### config.mk
export PLATFORM = sky130hd
export DESIGN_NAME = b16_scan_serializer
export DESIGN_NICKNAME = d
export VERILOG_FILES = /design/src/rtl/b16_scan_serializer.sv
export SDC_FILE = /design/constraint.sdc
export NUM_CORES = 1
export LEC_CHECK = 0
export BUFFER_PORTS_ARGS = -buffer_cell sky130_fd_sc_hd__buf_4
export CORE_ASPECT_RATIO = 1.4
export CORE_MARGIN = 2
export CORE_UTILIZATION = 49
export CTS_CLUSTER_DIAMETER = 60
export DETAILED_ROUTE_END_ITERATION = 7
export HOLD_SLACK_MARGIN = 0.08
export PLACE_DENSITY = 0.85
export RECOVER_POWER = 50
export SYNTH_ARGS = -nofsm -noshare
export SYNTH_HDL_FRONTEND = slang
export SYNTH_SLANG_ARGS = --single-unit
### constraint.sdc
create_clock -name clock -period 1.9 [get_ports clock]
set_input_delay 0.38 -clock clock [delete_from_list [all_inputs] [get_ports clock]]
set_output_delay 0.38 -clock clock [all_outputs]
set_load 0.01 [all_outputs]
### src/rtl/b16_scan_serializer.sv
// Scan controller for the 16-to-1 mux: loads a word, walks the select through all
// 16 positions and streams the mux output back out over a valid/ready handshake.
module b16_scan_serializer #(
    parameter bit MSB_FIRST = 1'b0
) (
    input  logic        clock,
    input  logic        reset_,
    input  logic [15:0] d_in,
    input  logic        in_valid,
    output logic        in_ready,
    output logic [15:0] x15_x0,
    output logic [3:0]  b3_b0,
    input  logic        z0,
    output logic        out_bit,
    output logic        out_valid,
    input  logic        out_ready,
    output logic        done,
    output logic [7:0]  word_cnt
);

    localparam logic [1:0] ST_IDLE = 2'd0;
    localparam logic [1:0] ST_SCAN = 2'd1;
    localparam logic [1:0] ST_DONE = 2'd2;

    localparam logic [3:0] SEL_START = MSB_FIRST ? 4'd15 : 4'd0;
    // 4'd15 is -1 modulo 16, so both scan directions are a single adder
    localparam logic [3:0] SEL_STEP  = MSB_FIRST ? 4'd15 : 4'd1;

    logic [1:0]  state_q, state_d;
    logic [15:0] word_q, word_d;
    logic [3:0]  sel_q, sel_d;
    logic [3:0]  bit_cnt_q, bit_cnt_d;
    logic [7:0]  word_cnt_q, word_cnt_d;

    always_comb begin
        state_d    = state_q;
        word_d     = word_q;
        sel_d      = sel_q;
        bit_cnt_d  = bit_cnt_q;
        word_cnt_d = word_cnt_q;
        case (state_q)
            ST_IDLE: begin
                if (in_valid) begin
                    word_d    = d_in;
                    sel_d     = SEL_START;
                    bit_cnt_d = 4'd0;
                    state_d   = ST_SCAN;
                end
            end
            ST_SCAN: begin
                if (out_ready) begin
                    if (bit_cnt_q == 4'd15) begin
                        state_d    = ST_DONE;
                        word_cnt_d = word_cnt_q + 8'd1;
                    end else begin
                        bit_cnt_d = bit_cnt_q + 4'd1;
                        sel_d     = sel_q + SEL_STEP;
                    end
                end
            end
            ST_DONE: begin
                state_d = ST_IDLE;
                sel_d   = SEL_START;
            end
            default: begin
                state_d = ST_IDLE;
                sel_d   = SEL_START;
            end
        endcase
    end

    always_ff @(posedge clock or negedge reset_) begin
        if (!reset_) begin
            state_q    <= ST_IDLE;
            word_q     <= 16'd0;
            sel_q      <= SEL_START;
            bit_cnt_q  <= 4'd0;
            word_cnt_q <= 8'd0;
        end else begin
            state_q    <= state_d;
            word_q     <= word_d;
            sel_q      <= sel_d;
            bit_cnt_q  <= bit_cnt_d;
            word_cnt_q <= word_cnt_d;
        end
    end

    // Handshake flags come from registered state only; z0 is the sole comb input path.
    assign in_ready  = (state_q == ST_IDLE);
    assign out_valid = (state_q == ST_SCAN);
    assign done      = (state_q == ST_DONE);
    assign x15_x0    = word_q;
    assign b3_b0     = sel_q;
    assign out_bit   = z0;
    assign word_cnt  = word_cnt_q;

endmodule
# Yosys cells after proc, flatten, opt, wreduce, memory -nomap -nowiden

Index checks and enable logic that the tools add are counted.

Register bits: 34
Latch bits: 0
Bits in writable memories: 0
ROM bits: 0
Input port bits: 21
Output and inout port bits: 32
Word-level logic and storage cells: 33
Memories kept: 0

Add/sub/neg operators: 3
Multipliers: 0
Div/mod/pow operators: 0
Magnitude comparators: 0
Equality and inequality tests: 7
Shift operators: 0
Mux-type cells: 11
Bitwise gates (word level): 0
Reductions and logical operators: 7

Operator list:

| cell                                                  | count |
|---|---|
| 2-to-1 mux 4 bit                                      | 5 |
| one-hot mux 4 bit (2 select lines)                    | 2 |
| AND reduction 3 bit                                   | 3 |
| adder 4 x 1 -> 4 bit, second input constant           | 2 |
| adder 8 x 1 -> 8 bit, second input constant           | 1 |
| 2-to-1 mux 2 bit                                      | 3 |
| equality test 4 bit, second input constant            | 1 |
| inequality test 2 x 1 -> 1 bit, second input constant | 2 |
| inequality test 2 bit, second input constant          | 2 |
| one-hot mux 2 bit (2 select lines)                    | 1 |
| AND reduction 4 bit                                   | 1 |
| equality test 2 x 1 -> 1 bit, second input constant   | 1 |
| equality test 2 bit, second input constant            | 1 |
| logical NOT 2 bit                                     | 1 |
| AND reduction 2 bit                                   | 1 |
| nonzero test 2 bit                                    | 1 |

# Longest topological paths before layout

Gate-level depths: netlist of run 1.

Depth after elaboration: 4
Depth in mapped cells: 6
Depth with buffers taken out: 4

# Worst setup path before layout of run 1

No wires, ideal clock.

Kind: reg-to-reg
From: reg bit_cnt_q[0]
To: reg bit_cnt_q[0]
Setup time: 0.125 ns
Arrival: 1.442 ns
Required time: 1.775 ns
Path slack: 0.333 ns
Stages on the path, launching flop included: 6
Buffers on the path: 1
Period minus slack after synthesis: 1.567 ns
Cells stage by stage: dfrtp_1 > ha_1 > and3_4 > buf_6 > a211o_1 > mux2_4

Cells in the longest elaborated chain, start to end: 4
Elaborated cells between the ends (all ways): 7
Classes of those cells: 1 x add/sub; 2 x eq/ne; 3 x mux; 1 x reduce/logical

Ends and longest elaborated chain:

| what                               | RTL line | source |
|---|---|---|
| from (decl)                        | 32       | `logic [3:0] bit_cnt_q, bit_cnt_d;` |
| from (signal assigned)             | 83       | `bit_cnt_q <= bit_cnt_d;` |
| adder 4 x 1 -> 4 bit               | 56       | `bit_cnt_d = bit_cnt_q + 4'd1;` |
| 2-to-1 mux 4 bit                   | 52       | `if (bit_cnt_q == 4'd15) begin` |
| 2-to-1 mux 4 bit                   | 51       | `if (out_ready) begin` |
| one-hot mux 4 bit (2 select lines) | 41       | `case (state_q)` |

Parallel ways exist; a longest one is shown, timed or not. The select of a mux whose other input is x is not followed.
A chain may end at the register's enable or synchronous reset.

# Worst setup path in the final report of run 1

From: reg state_q[0]
To: out out_valid

Cells in the longest elaborated chain, start to end: 1

Ends and longest elaborated chain:

| what                         | RTL line | source |
|---|---|---|
| from (decl)                  | 29       | `logic [1:0] state_q, state_d;` |
| from (signal assigned)       | 80       | `state_q <= state_d;` |
| equality test 2 x 1 -> 1 bit | 90       | `assign out_valid = (state_q == ST_SCAN);` |
| to (decl)                    | 15       | `output logic out_valid,` |

Every way passes these cells.

==> impl_metrics.ini, run 1 <==
[place]
gp_congestion = 0.818
port_buffers = 50
hpwl_um = 2370

[pwr]
powerDensity_nw_per_um2 = 1550
ir_drop_v = 0.000906
power_leakage_nw = 0.925

[setup_path]
crit_fanout = 12
r2r_start = bit_cnt_q[0]
critPathKind = reg -> out
regToRegEndpoint = bit_cnt_q[0]
reg2reg_slack_ns = 0.32
worstSetupStartpointType = register
worstPathArrival_ns = 1.34
rr_worst_depth = 4
end_kind = primary output
worstPathRequired_ns = 1.52

[timing]
fin_tns_setup_ns = 0
clock_skew_ns = 0.00104
hold_ws_ns = 0.327
drv_slew = 0
rsz0062_at_grt = false
tightest_slew_ns = 0.811
setup_viol = 0
timing.slew.headroom_pct = 45.9
max_freq_ghz = 0.580
finalCritPeriodShare_pct = 90.8
period_needed_ns = 1.72
hold_violations = 0

[die]
num_rows = 24
die-height_um = 71.1
die_area_um2 = 3700
die_w_um = 52.0
initial_core_util_pct = 51.0
pin_count = 53
core_area_um2 = 3090

[drt]
drt_iter0_drc = 23
vias_per_cell = 5.47
detail-route-antenna-nets = 0
wl_um = 3230
vias = 1143
drc = 0
wl_per_cell_um = 15.4
first_pass_iters = 4

[synthesis]
synthCells = 118
ys.flop_type = dfrtp_1
synthTopCellsByArea = dfrtp_1 54%, mux2_4 10%, mux2_2 5.7%, xnor2_1 3.3%, ha_1 2.4%
synth_top_area_share_pct = 53.9
syn_nets = 142
syn_area_per_cell_um2 = 13.4
synth_top_cell_by_area = dfrtp_1
synth_edf_count = 0
ys_seq_area_share_pct = 53.9
yosysWarnings = 0
syn_area_um2 = 1580
async_flop_share_pct = 100
synth_cell_types = 36
ys_ff_latch = 34

[grt]
antenna_found_initial = 0
grt.total_usage_pct = 19.6
grt_max_degree = 35
grt_pass1_vias = 1198
grt_pass1_wl_um = 5310
grt_overflow = 0

[clock_tree]
clockBufferDepth = 2
hold_buffers = 1
cts_tree = built
htreeDepth = 2
clock_latency_ns = 0.28
cts-buffers-inserted = 5
clkSinkCount = 34
cts_resized = 0
clk_pin_slew_ns = 0.06
post_cts.repair.setup_buffers = 0
cts-root-buf = clkbuf_8

[hold_path]
min_path_cells = 2
whs_endpoint = x15_x0[15]
min_path_type = in -> reg
hold_start = d_in[15]

[layout]
fin_nets = 194
synthToLayoutAreaGrowth_pct = 25.0
drive_gt1_share_pct = 38.2
final_cell_mix = 34 x dfrtp_1, 34 x buf_4, 15 x clkbuf_1
fillers = 247
diodes = 0

[run]
cap_viol_max_count = 0

[status]
status = completed
[state kept, by name, summed over array words and instances, names as in the netlist]
register / cells
bit_cnt_q: 4
state_q: 2
b3_b0: 4
word_cnt: 8
x15_x0: 16
[layer usage]
metal | vias up | routed length, um | GRT usage (%)
li1 | 529 | - | -
met1 | 549 | 1340 | 22.3
met2 | 55 | 1550 | 31.8
met3 | 10 | 244 | 6.12
met4 | 0 | 90 | 11.1
met5 | - | 0 | 0
[Yosys cell counts (all sizes together), types with 2 or more instances]
library cell	count
dfrtp	34
ha	3
and4	2
o21ai	3
and2	2
xnor2	6
nand3	6
a22o	3
mux2	19
inv	4
buf	6
a21oi	2
nor2	6
o211ai	2
nand4	4
[worst max path at each step]
| stage | from | to | slack (ns) | depth (start not counted) |
|---|---|---|---|---|
| CTS | state_q[0] | out_valid | 0.17 | 2 |
| detailed placement | bit_cnt_q[0] | bit_cnt_q[0] | 0.35 | 4 |
| floorplan | bit_cnt_q[0] | bit_cnt_q[0] | 0.33 | 5 |
| global route | state_q[0] | out_valid | 0.08 | 2 |
| finish | state_q[0] | out_valid | 0.18 | 2 |
| global placement | bit_cnt_q[0] | bit_cnt_q[0] | 0.39 | 4 |
[power breakdown]
| group | internal (W) | switching, W | total (W) |
|---|---|---|---|
| combinational | 0.000703 | 0.000595 | 0.00130 |
| sequential | 0.00102 | 0.000253 | 0.00128 |
| clock | 0.000245 | 0.000242 | 0.000487 |
[logic make-up (layout without fill, tap and decap cells)]
logic type | count (synthesis) | count (layout) | share of synthesized area, %
flip-flops | 34 | 34 | 53.9
multiplexers | 20 | 20 | 16.8
XOR/XNOR | 7 | 7 | 3.89
AO/OA/AOI/OAI | 16 | 16 | 7.22
AND/OR/NAND/NOR | 28 | 28 | 11.0
buffers and inverters | 10 | 62 | 4.76
adder cells (fa/ha/maj) | 3 | 3 | 2.38
[worst max-delay path, stage by stage, from the launching register on]
cell and delay (ns):
dfrtp_1 0.57, nor2b_1 0.32, buf_4 0.18
[area by class of cell]
cell class              count  area, um2  area share (%)
inverters                   4       15.0           0.761
multi-input cells          74        652            33.1
clock inverters             2       10.0           0.508
well taps                  39       48.8            2.47
clock buffers               5       68.8            3.49
flip-flops and latches     34        851            43.1
repair buffers             51        327            16.6
[through the flow]
stage          setup WS (ns)  cell area, um2  total power (W)  cells  util [%]
2_1_floorplan          0.333            1580          0.00215    118         -
3_3_place_gp           0.388            1940          0.00264    201      62.8
3_5_place_dp           0.351            1940          0.00271    201      62.8
4_1_cts                0.170            2030          0.00322    209      65.7
5_1_grt               0.0816            1970          0.00329    209      63.8
6_report               0.175            1970          0.00306    209      63.8
Note: power is estimated with default switching activity, not from simulation.
==> inputs of run 2 (changes only) <==
CORE_ASPECT_RATIO = not set   (was 1.4)
==> run 2 against run 1 <==
Against the previous run: via count down 1.4%; flip-flop and latch count unchanged; critical endpoint unchanged; non-clock buffer count is the same; sequential share of layout area about the same; first-iteration DRC count increased by 120%; die area fell by 0.17%; sequential power about the same; critical path depth unchanged; final area grew 0.25%; core utilization is 1.0 points higher; setup slack gained 0.013 ns; worst hold slack got worse by 0.055 ns.
==> impl_metrics.ini, run 2 (synthesis results as in run 1) <==
[layout]
ff_latch_area_um2 = 852
utilization_pct = 64.8
diodes = 0
fin_cells = 215
final_cell_area_um2 = 1980
largest_register_ffs = 16
final_common_cell = buf_4
synthToLayoutAreaGrowth_pct = 25.3
final_cell_mix = 35 x buf_4, 33 x dfrtp_1, 16 x clkbuf_1
fin_nets = 194
drive_gt1_share_pct = 38.0
fillers = 261
multi_input_area_um2 = 649

[setup_path]
worstPathArrival_ns = 1.33
r2r_start = bit_cnt_q[0]
critPathKind = reg -> out
end_kind = primary output
crit_path_start = state_q[0]
worstPathRequired_ns = 1.52
crit_fanout = 12
worstSetupStartpointType = register
regToRegEndpoint = bit_cnt_q[0]
rr_worst_depth = 4
endpoint = out_valid
reg2reg_slack_ns = 0.34

[pwr]
p_clk_share_pct = 16.4
power_leakage_nw = 0.924
p_seq_share_pct = 41.5
powerDensity_nw_per_um2 = 1560
p_int_w = 0.00201
pwr-share-comb_pct = 42.0
ir_drop_v = 0.000727
power_switching_w = 0.00107
switching_share_pct = 34.8

[die]
die-height_um = 60.7
pin_count = 53
die_w_um = 60.7
core_area_um2 = 3050
num_rows = 20
initial_core_util_pct = 51.7
die_area_um2 = 3690

[place]
placed_area_um2 = 1950
port_buffers = 50
place_inst = 206
hpwl_um = 2310
gp_congestion = 0.805

[timing]
timing.slew.headroom_pct = 45.1
finalCritPeriodShare_pct = 90.1
tightest_slew_ns = 0.823
max_freq_ghz = 0.584
fin_tns_setup_ns = 0
rsz0062_at_grt = false
drv_slew = 0
period_needed_ns = 1.71
hold_ws_ns = 0.272
clock_skew_ns = 0.00442
setup_viol = 0
hold_violations = 0

[clock_tree]
cts-root-buf = clkbuf_4
cts_tree = built
htreeDepth = 2
clk_pin_slew_ns = 0.10
clockBufferDepth = 2
cts-buffers-inserted = 5
clkSinkCount = 34
clock_latency_ns = 0.33

[grt]
grt_max_degree = 35
grt_pass1_wl_um = 5220
antenna_found_initial = 0
grt_pass1_vias = 1114
busiest_layer = met2
grt.met1_usage_pct = 25.3
grt_util_met2_pct = 31.5
grt.total_usage_pct = 19.5
use_met3_pct = 5.54
grt_overflow = 0

[drt]
drc = 0
detail-route-antenna-nets = 0
drt_iter0_drc = 51
wl_per_cell_um = 14.7
wl_um = 3160
vias = 1127
first_pass_iters = 4
vias_per_cell = 5.24

[hold_path]
min_path_type = in -> reg
min_path_cells = 2

[run]
cap_viol_max_count = 0

[status]
status = completed
-- run 2: cell type report --
type	count	share of cell area, %
inverter	4	0.759
timing repair buffer	51	16.7
sequential	34	43.1
clock buffer	7	2.28
clock inverter	1	1.52
tap	44	2.78
multi-input combinational	74	32.8
-- run 2: metrics by stage --
stage,power [W],setup WS [ns]
floorplan,0.00215,0.333
global placement,0.00264,0.386
detailed placement,0.00271,0.352
CTS,0.00323,0.0873
global route,0.00332,0.115
finish,0.00308,0.188
-- run 2: worst max-delay path, cell delays in order, from the launching register on --
cell,delay [ns]
dfrtp_2,0.50
nor2b_1,0.32
buf_4,0.18
-- run 2: power groups by stage --
| stage | Combinational, W | Sequential [W] | Clock (W) |
|---|---|---|---|
| final | 0.00130 | 0.00128 | 0.000506 |
| after global routing | 0.00144 | 0.00132 | 0.000554 |
| after CTS | 0.00143 | 0.00128 | 0.000519 |
| after detailed placement | 0.00142 | 0.00129 | 0 |
| after global placement | 0.00138 | 0.00126 | 0 |
| after floorplan | 0.000811 | 0.00134 | 0 |
-- run 2: worst min-delay path by stage --
stage | from | end | slack [ns]
global placement | reset_ | x15_x0[1] | 0.34
CTS | d_in[10] | x15_x0[10] | 0.26
detailed placement | reset_ | x15_x0[1] | 0.35
floorplan | reset_ | b3_b0[0] | 0.08
finish | d_in[10] | x15_x0[10] | 0.27
global route | d_in[10] | x15_x0[10] | 0.26
-- run 2: per-layer routing --
metal / wire, um / up-vias
met5: 0 / -
met4: 36 / 0
met3: 248 / 5
met2: 1430 / 49
met1: 1440 / 545
li1: - / 528
-- run 2: repair_timing --
action,4_1_cts,5_1_grt
hold buffers,1,0
gates resized for setup,0,1
endpoints found under the setup margin,0,1
buffers inserted,0,0
hold endpoints to repair,34,0
==> inputs of run 3 (changes only) <==
--- a/config.mk
+++ b/config.mk
@@ -11,2 +11,3 @@
 export CTS_CLUSTER_DIAMETER = 60
+export CTS_CLUSTER_SIZE = 28
 export DETAILED_ROUTE_END_ITERATION = 7
--- a/constraint.sdc
+++ b/constraint.sdc
@@ -3,2 +3,2 @@
 set_output_delay 0.38 -clock clock [all_outputs]
-set_load 0.01 [all_outputs]
+set_load 0.1 [all_outputs]
==> run 3 against run 2 <==
Against the previous run: die area unchanged; sequential share of layout area decreased by 0.71 points; non-clock buffer count stayed put; final area grew 1.8%; register-to-register slack worse by 0.11 ns; worst hold slack better by 0.0045 ns; flip-flop and latch count unchanged; core utilization grew 1.2 points; clock-buffer cell count did not move; final cell count unchanged; first-iteration DRC count shrank 41%; fmax fell by 3.0%.
==> impl_metrics.ini, run 3 (synthesis results as in run 1) <==
[place]
placed_area_um2 = 1960
gp_congestion = 0.763
port_buffers = 50
hpwl_um = 2320

[clock_tree]
clockBufferDepth = 2
htreeDepth = 2
clock_latency_ns = 0.33
clk_pin_slew_ns = 0.10
cts-root-buf = clkbuf_4
cts-buffers-inserted = 5
clkSinkCount = 34
cts_tree = built

[die]
die_w_um = 60.7
die_area_um2 = 3690
die-height_um = 60.7
num_rows = 20
core_area_um2 = 3050
pin_count = 53
initial_core_util_pct = 51.7

[drt]
first_pass_iters = 4
vias = 1133
drc = 0
vias_per_cell = 5.27
wl_um = 3150
drt_iter0_drc = 30
detail-route-antenna-nets = 0
wl_per_cell_um = 14.6

[layout]
final_cell_mix = 44 x buf_4, 32 x dfrtp_1, 11 x mux2_4
fin_nets = 194
final_common_cell = buf_4
largest_register_ffs = 16
synthToLayoutAreaGrowth_pct = 27.6
multi_input_area_um2 = 659
diodes = 0
ff_latch_area_um2 = 853
fillers = 245
final_cell_area_um2 = 2010
drive_gt1_share_pct = 48.0

[grt]
grt.met1_usage_pct = 23.0
busiest_layer = met2
grt_pass1_vias = 1084
grt.total_usage_pct = 18.8
use_met3_pct = 6.40
grt_pass1_wl_um = 4950
grt_util_met2_pct = 30.6
grt_overflow = 0
antenna_found_initial = 0
grt_max_degree = 35

[setup_path]
crit_buf_inv = 2
critPathKind = reg -> out
crit_fanout = 10
max_stage_delay_ns = 0.50
path_cells = inv_1, nor2_2, buf_4
end_kind = primary output
worstPathArrival_ns = 1.38
worstSetupStartpointType = register
crit_family = flip-flops
crit_slowest_cell = dfrtp_2
worstPathRequired_ns = 1.52

[timing]
max_freq_ghz = 0.567
hold_violations = 0
period_needed_ns = 1.76
finalCritPeriodShare_pct = 92.9
timing.slew.headroom_pct = 45.8
clock_skew_ns = 0.00469
setup_viol = 0
drv_slew = 0
tightest_slew_ns = 0.813
rsz0062_at_grt = false

[hold_path]
min_path_type = in -> reg

[run]
cap_viol_max_count = 0

[status]
status = completed
run 3: repair_timing:
action,CTS,global route
hold buffers,1,0
endpoints found under the hold margin,34,0
resized for setup,2,0
endpoints found under the setup margin,2,0
setup buffers,0,0
run 3: routing by layer:
layer  vias to the layer above  wire [um]
met2                        50       1470
met1                       546       1370
met4                         0         50
met3                         8        252
met5                         -          0
li1                        529          -
run 3: final timing paths:
path | startpoint | end | slack (ns) | cells after the start
worst max-delay path | state_q[1] | done | 0.14 | 3
worst min-delay path | d_in[10] | x15_x0[10] | 0.28 | 2
worst max register to register | bit_cnt_q[0] | bit_cnt_q[0] | 0.23 | 4
worst min register to register | word_cnt[7] | word_cnt[7] | 0.48 | 1
max in group asynchronous | reset_ | state_q[0] | 0.66 | 2
min in group asynchronous | reset_ | x15_x0[13] | 0.69 | 2
run 3: area by class of cell:
type	count	area share [%]
Inverter	4	0.746
Clock buffer	7	2.73
Timing Repair Buffer	51	18.4
Tap cell	44	2.73
Clock inverter	1	0.249
Sequential cell	34	42.4
Multi-Input combinational cell	74	32.8
run 3: per-stage QoR:
stage	TNS (ns)	setup WS [ns]	utilization [%]	cells	hold WS [ns]
2_1_floorplan	-0.117	-0.0117	-	118	0.0844
4_1_cts	0	0.121	66.7	215	0.264
5_1_grt	0	0.0527	65.9	215	0.253
3_5_place_dp	0	0.339	64.3	206	0.345
6_report	0	0.135	65.9	215	0.276
3_3_place_gp	0	0.382	64.3	206	0.339
Power of run 3 is left out: the tool's default activity adds up to more than one toggle a clock period on the data nets, which glitch-free logic cannot reach.
